$ cat config.mk
export PLATFORM = sky130hd
export DESIGN_NAME = load_store_unit
export DESIGN_NICKNAME = d
export VERILOG_FILES = /design/src/rtl/load_store_unit_pkg.sv /design/src/rtl/load_store_unit_lane_align.sv /design/src/rtl/load_store_unit.sv
export SDC_FILE = /design/constraint.sdc
export NUM_CORES = 1
export LEC_CHECK = 0
export ABC_CLOCK_PERIOD_IN_PS = 3790
export BUFFER_PORTS_ARGS = -buffer_cell sky130_fd_sc_hd__buf_2
export CAP_MARGIN = 5
export CORE_ASPECT_RATIO = 0.8
export CORE_MARGIN = 5
export CORE_UTILIZATION = 53
export CTS_BUF_LIST = sky130_fd_sc_hd__clkbuf_8
export CTS_CLUSTER_DIAMETER = 60
export DETAILED_ROUTE_END_ITERATION = 8
export PLACE_DENSITY = 0.83
export REMOVE_ABC_BUFFERS = 1
export SYNTH_ARGS = -nofsm -noshare
export SYNTH_HDL_FRONTEND = slang
export SYNTH_SLANG_ARGS = --single-unit
$ cat constraint.sdc
create_clock -name clk -period 3.79 [get_ports clk]
set_clock_uncertainty 0.1 [all_clocks]
set_input_delay 0.5685 -clock clk [delete_from_list [all_inputs] [get_ports clk]]
set_output_delay 0.5685 -clock clk [all_outputs]
set_load 0.05 [all_outputs]
$ cat src/rtl/load_store_unit_pkg.sv
// Shared encodings and types for the load/store unit.
package load_store_unit_pkg;

   localparam logic [1:0] SZ_BYTE = 2'd0;
   localparam logic [1:0] SZ_HALF = 2'd1;
   localparam logic [1:0] SZ_WORD = 2'd2;
   localparam logic [1:0] SZ_ILL  = 2'd3;

   typedef enum logic [1:0] {IDLE, RD, WR, DONE} lsu_state_e;

   // Request fields captured at acceptance.
   typedef struct packed {
      logic        we;
      logic [1:0]  size;
      logic        sgn;
      logic [31:0] addr;
      logic [31:0] wdata;
   } lsu_req_t;

   // Size 3, odd halfword or non-word-aligned word.
   function automatic logic access_illegal(input logic [1:0] size, input logic [1:0] off);
      return (size == SZ_ILL) ||
             ((size == SZ_HALF) && off[0]) ||
             ((size == SZ_WORD) && (off != 2'b00));
   endfunction

endpackage

$ cat src/rtl/load_store_unit_lane_align.sv
// Little-endian lane extraction for loads and lane merge for stores.
module lsu_lane_align
   import load_store_unit_pkg::*;
(
   input  logic [31:0] word,
   input  logic [1:0]  offset,
   input  logic [1:0]  size,
   input  logic        is_signed,
   input  logic [31:0] new_data,
   output logic [31:0] extracted,
   output logic [31:0] merged
);

   logic [7:0]  b;
   logic [15:0] h;

   assign b = word[{offset, 3'b000} +: 8];
   assign h = word[{offset[1], 4'b0000} +: 16];

   // Word size passes straight through; sub-word sizes touch only their lane.
   always_comb begin
      extracted = word;
      merged    = new_data;
      case (size)
         SZ_BYTE: begin
            extracted = {{24{is_signed & b[7]}}, b};
            merged    = word;
            merged[{offset, 3'b000} +: 8] = new_data[7:0];
         end
         SZ_HALF: begin
            extracted = {{16{is_signed & h[15]}}, h};
            merged    = word;
            merged[{offset[1], 4'b0000} +: 16] = new_data[15:0];
         end
         default: ;
      endcase
   end

endmodule

$ cat src/rtl/load_store_unit.sv
// Single-outstanding load/store unit: byte/half/word accesses to a word-wide
// data memory, sub-word stores done as read-modify-write.
module load_store_unit
   import load_store_unit_pkg::*;
(
   input  logic        clk,
   input  logic        reset_n,
   input  logic        req_valid,
   output logic        req_ready,
   input  logic        req_we,
   input  logic [1:0]  req_size,
   input  logic        req_signed,
   input  logic [31:0] req_addr,
   input  logic [31:0] req_wdata,
   output logic        rsp_valid,
   output logic [31:0] rsp_rdata,
   output logic        rsp_err,
   output logic [31:0] mem_addr,
   output logic        mem_we,
   output logic [31:0] mem_wdata,
   input  logic [31:0] mem_rdata
);

   lsu_state_e  state, state_nxt;
   lsu_req_t    req_q;
   logic        err_q;
   logic [31:0] word_q;
   logic [31:0] ld_val;
   logic [31:0] st_word;
   logic        acc;
   logic        ill;

   assign acc = (state == IDLE) && req_valid;
   assign ill = access_illegal(req_size, req_addr[1:0]);

   lsu_lane_align u_align (
      .word      (word_q),
      .offset    (req_q.addr[1:0]),
      .size      (req_q.size),
      .is_signed (req_q.sgn),
      .new_data  (req_q.wdata),
      .extracted (ld_val),
      .merged    (st_word)
   );

   // Next-state: errors skip memory, word stores skip the read.
   always_comb begin
      state_nxt = state;
      case (state)
         IDLE: begin
            if (req_valid) begin
               if (ill)                     state_nxt = DONE;
               else if (!req_we)            state_nxt = RD;
               else if (req_size == SZ_WORD) state_nxt = WR;
               else                         state_nxt = RD;
            end
         end
         RD:      state_nxt = req_q.we ? WR : DONE;
         WR:      state_nxt = DONE;
         DONE:    state_nxt = IDLE;
         default: state_nxt = IDLE;
      endcase
   end

   // State register; reset aborts any access in flight.
   always_ff @(posedge clk or negedge reset_n) begin
      if (!reset_n) state <= IDLE;
      else          state <= state_nxt;
   end

   // Latch request on accept; capture the memory word at the end of RD.
   always_ff @(posedge clk or negedge reset_n) begin
      if (!reset_n) begin
         req_q  <= '0;
         err_q  <= 1'b0;
         word_q <= '0;
      end else begin
         if (acc) begin
            req_q <= '{we: req_we, size: req_size, sgn: req_signed,
                       addr: req_addr, wdata: req_wdata};
            err_q <= ill;
         end
         if (state == RD) word_q <= mem_rdata;
      end
   end

   assign req_ready = (state == IDLE);
   assign rsp_valid = (state == DONE);
   assign rsp_err   = (state == DONE) && err_q;
   assign rsp_rdata = ((state == DONE) && !req_q.we && !err_q) ? ld_val : 32'h0;
   assign mem_addr  = (state == IDLE) ? {req_addr[31:2], 2'b00} : {req_q.addr[31:2], 2'b00};
   assign mem_we    = (state == WR);
   // Merged word equals wdata for word stores, so one path serves both.
   assign mem_wdata = st_word;

endmodule

## After elaboration in Yosys (flattened, before gate mapping)

Cells that the tools add are included.

| storage, ports and cells | value |
|---|---|
| latch bits | 0 |
| register bits | 103 |
| output and inout port bits | 100 |
| RAM bits | 0 |
| memories kept | 0 |
| bits in read-only memories | 0 |

| operators by class | value |
|---|---|
| div/mod/pow operators | 0 |
| equality and inequality tests | 8 |
| shift-type cells | 6 |
| muxes and demuxes | 12 |
| $add $sub $neg | 2 |
| $mul | 0 |
| reduce and logical (&&, ||, !) cells | 13 |
| bitwise logic cells | 2 |
| order comparisons | 0 |

Operators with widths:

| cell | count |
|---|---|
| $pmux 32 s2 | 2 |
| $bwmux 32 | 2 |
| $mux 32 | 2 |
| $shift 16x7->32 const A | 1 |
| $shift 8x7->32 const A | 1 |
| $shiftx 16x7->32 | 1 |
| $shiftx 32x6->16 | 1 |
| $shiftx 32x6->8 | 1 |
| $shiftx 8x7->32 | 1 |
| $neg 5->7 | 2 |
| $eq 2x2->1 const B | 4 |
| $mux 2 | 4 |
| $pmux 2 s4 | 1 |
| $eq 2x1->1 const B | 3 |
| $logic_and 1x1->1 | 6 |
| $logic_not 2->1 | 2 |
| $and 1x1->1 | 2 |
| $logic_not 1->1 | 2 |
| $logic_or 1x1->1 | 2 |
| $ne 2x2->1 const B | 1 |
| $reduce_bool 2->1 | 1 |
| $mux 1 | 1 |

## Longest topological paths before layout

| logic depth | value |
|---|---|
| depth after elaboration | 7 |
| depth in mapped cells | 9 |
| depth with buffers taken out | 5 |

## Modules after synthesis

Synthesis repeated with hierarchy kept, for this count alone.

| second synthesis, totals | value |
|---|---|
| cells, all modules | 617 |
| area, all modules | 6612.6 sq um |

By module, submodules not included:

| module | area each (sq um) | seq. area each (sq um) | times used | cells each |
|---|---|---|---|---|
| load_store_unit | 4682.0 | 2577.5 | 1 | 310 |
| lsu_lane_align | 1930.6 | 0.0 | 1 | 307 |

## Least setup slack after synthesis

Ideal clock, no wire load.

| path | value |
|---|---|
| path type | flip-flop to output port |
| start | register state[0] |
| end | output rsp_rdata[6] |
| cell stages (with the launch flop) | 6 |
| buffers on the path | 2 |
| path slack | -952 ps |
| data arrival time | 4073 ps |
| data required time | 3122 ps |
| cell sequence | dfrtp_1 -> ha_1 -> or3b_1 -> buf_2 -> clkbuf_1 -> a2111oi_0 |

| on the way | value |
|---|---|
| word-level cells in the longest chain between the ends | 4 |

Ends and longest elaborated chain:

| item | RTL line | RTL |
|---|---|---|
| start: declaration | load_store_unit.sv:24 | `lsu_state_e state, state_nxt;` |
| start signal: assignment | load_store_unit.sv:68 | `else state <= state_nxt;` |
| $eq 2x2->1 | -- |  |
| via rsp_valid | load_store_unit.sv:15 | `output logic rsp_valid,` |
| $logic_and 1x1->1 (2 in a row) | load_store_unit.sv:90 | `assign rsp_rdata = ((state == DONE) && !req_q.we && !err_q) ? ld_val : 32'h0;` |
| $mux 32 | load_store_unit.sv:90 |  |
| end: declaration | load_store_unit.sv:16 | `output logic [31:0] rsp_rdata,` |

The timed path passes the listed nets, and every way through them passes these cells.

## Worst setup path in the final report

| path | value |
|---|---|
| start | register req_q[65] (netlist name) |
| end | output rsp_rdata[19] |

| on the way | value |
|---|---|
| word-level cells in the longest chain between the ends | 3 |
| elaborated cells on any way between the ends | 4 |
| classes of those cells | 1 x eq/ne; 2 x mux; 1 x reduce/logical |

Ends and longest elaborated chain:

| item | RTL line | RTL |
|---|---|---|
| start: declaration | load_store_unit.sv:25 | `lsu_req_t req_q;` |
| start signal: assignment | load_store_unit.sv:79 | `req_q <= '{we: req_we, size: req_size, sgn: req_signed,` |
| $eq 2x1->1 / $logic_not 2->1 (equally long branches) | load_store_unit_lane_align.sv:24 | `case (size)` |
| $pmux 32 s2 (*) | load_store_unit_lane_align.sv:24 |  |
| $mux 32 (*) | load_store_unit.sv:90 |  |

Every way passes the cells marked *; elsewhere a longest branch is shown, timed or not.

==> impl_metrics.toml <==
[run_status]
outcome = "finished clean"

[clock_tree]
clk_pin_slew_ns = 0.10
clockRootBuffer = "clkbuf_8"
cts.sinks = 103
cts_buffer_depth = 2
clk_latency_ns = 0.37
hold_buffers = 0
postCtsSetupBuffers = 0
cts_tree = "yes"
cts-resized-gates = 1
cts_buffers = 9
htreeDepth = 3

[floorplanning]
dieHeight_um = 106.5
io_pins = 203
die_w_um = 130.6
dieArea_um2 = 13910
initial_utilization = 0.5376
coreArea_um2 = 11470
num_rows = 35

[global_routing]
first_global_vias = 5532
grt_use_total = 0.2718
antenna_found_initial = 0
grt_first_pass_wirelength_mm = 29.42
grt_overflow_total = 0
grt_max_degree = 92

[synthesis]
ys_types = 55
yosys.area.top_type_share = 0.4178
ys_seq_area_frac = 0.4178
yosysWarnings = 0
synth_common_cells = "mux2_2, dfrtp_1, nand2_1"
synthArstFlopShare = 1.000
avgSynthCellArea_um2 = 10.94
ys_seq_elements = 103
ys.flop_type = "dfrtp_1"
synthTopCellsByArea = "dfrtp_1, mux2_2, nand2_1"
syn_inst = 564
post-synth-top-count-cell = "mux2_2"
synth_edf_count = 0
yosysTopAreaCell = "dfrtp_1"
syn_area_um2 = 6168

[placement]
dp_hpwl_mm = 13.81
place_area_um2 = 7233
place_ws_ns = 0.3823
placedCellCount = 875
portBuffers = 200
place_congestion = 0.9443

[layout]
fin_cells = 892
area_growth_pct = 21.44
fillers = 893
drive_above_1_share = 0.5134
nets = 851
diodes = 0
design_area_um2 = 7491

[timing]
slew_headroom = 0.2859
rsz0062_at_grt = "false"
finalCritPeriodShare = 0.9599
setup_tns_ns = 0
worst_pin_slew_ns = 1.071
setup_viol = 0
setup_slack_ns = 0.1521
finalHoldViolCount = 0
slew_viol_final = 0
max_freq_ghz = 0.2749
period_needed_ns = 3.638

[worst_setup_path]
reg2reg_from = "state[1]$_DFFE_PN0P_"
reg2reg_setup_slack_ns = 1.52
worstPathRequired_ns = 3.12
crit_path_end_kind = "output port"
start_kind = "flop"
cp-endpoint = "rsp_rdata[19]"
path_max_fanout = 22
setup.worst_path.start = "req_q[65]$_DFFE_PN0P_"
reg2reg_to = "state[0]$_DFFE_PN0P_"
critical_path_class = "flop to output port"
cp.arrival_ns = 2.97
reg2reg_depth = 6

[routing]
drc = 0
ant_nets = 0
vias = 5459
firstDrtPassIters = 5
drtIter0Drc = 549
vias_per_cell = 6.120
wl_per_cell_um = 21.42
drt_wl_total_mm = 19.11

[hold_path]
min_path_type = "primary input to asynchronous set/reset pin"

[run]
cap_violations = 0
[registers in the layout, indices dropped and copies added (netlist names)]
signal and count:
err_q 1, req_q 68, word_q 32, state 2
[worst min-delay path by stage]
stage                                     start                endpoint  slack (ns)  depth (start not counted)
final                                   reset_n   req_q[43]$_DFFE_PN0P_        0.11                          1
after global placement    req_q[60]$_DFFE_PN0P_   req_q[60]$_DFFE_PN0P_        0.38                          1
after floorplan                         reset_n       err_q$_DFFE_PN0P_        0.17                          0
after global routing                    reset_n   req_q[63]$_DFFE_PN0P_        0.14                          1
after CTS                         mem_rdata[10]  word_q[10]$_DFFE_PN0N_        0.28                          3
after detailed placement  req_q[35]$_DFFE_PN0P_   req_q[35]$_DFFE_PN0P_        0.39                          1
[final cells by class]
type / count / area, um2 / area share
multi-input cells: 385 / 3281 / 0.4379
flip-flops and latches: 103 / 2579 / 0.3442
repair buffers: 213 / 1126 / 0.1503
well taps: 148 / 185.2 / 0.02472
clock buffers: 9 / 123.9 / 0.01654
inverters: 27 / 101.3 / 0.01353
clock inverters: 7 / 95.09 / 0.01269
[worst max-delay path: stages, from the launching register on]
cell      delay, ns
dfrtp_1        0.83
nand2b_1       0.44
or4b_4         0.83
o211ai_1       0.17
buf_2          0.30
[per-stage QoR]
step / hold slack, ns / utilization
after floorplan: 0.1729 / -
after global placement: 0.3826 / 0.6304
after detailed placement: 0.3921 / 0.6304
after CTS: 0.2843 / 0.6501
after global routing: 0.1448 / 0.6529
final: 0.1132 / 0.6529
[cells by family after synthesis]
| family | count (synthesis) | share of synthesized area |
|---|---|---|
| fa+ha+maj | 9 | 0.01826 |
| flops | 103 | 0.4178 |
| mux | 139 | 0.2649 |
| compound gates | 109 | 0.1402 |
| other cells | 1 | 0.0006079 |
| simple gates | 126 | 0.1037 |
| buf+inv | 77 | 0.05456 |
[metal layers]
metal  wire length, um  up-vias  GRT usage
li1                  -     2406          -
met1              7699     2669     0.3755
met2              8956      342     0.4228
met3              2064       42    0.07634
met4               386        0    0.06902
met5                 0        -          0
[cell usage in the layout (no fill, tap or decap), drive strengths merged, types with 8 or more instances in the layout]
cell type / instances
clkbuf: 9
dfrtp: 103
nor2: 15
buf: 213
mux2: 124
nor2b: 14
inv: 30
nor3: 13
mux2i: 8
a21oi: 12
ha: 9
o211ai: 17
a221o: 15
o221ai: 8
nand2: 54
o21ai: 24
a22o: 8
Power is left out: the tool's default activity adds up to more than one toggle a clock period on the data nets, which glitch-free logic cannot reach.
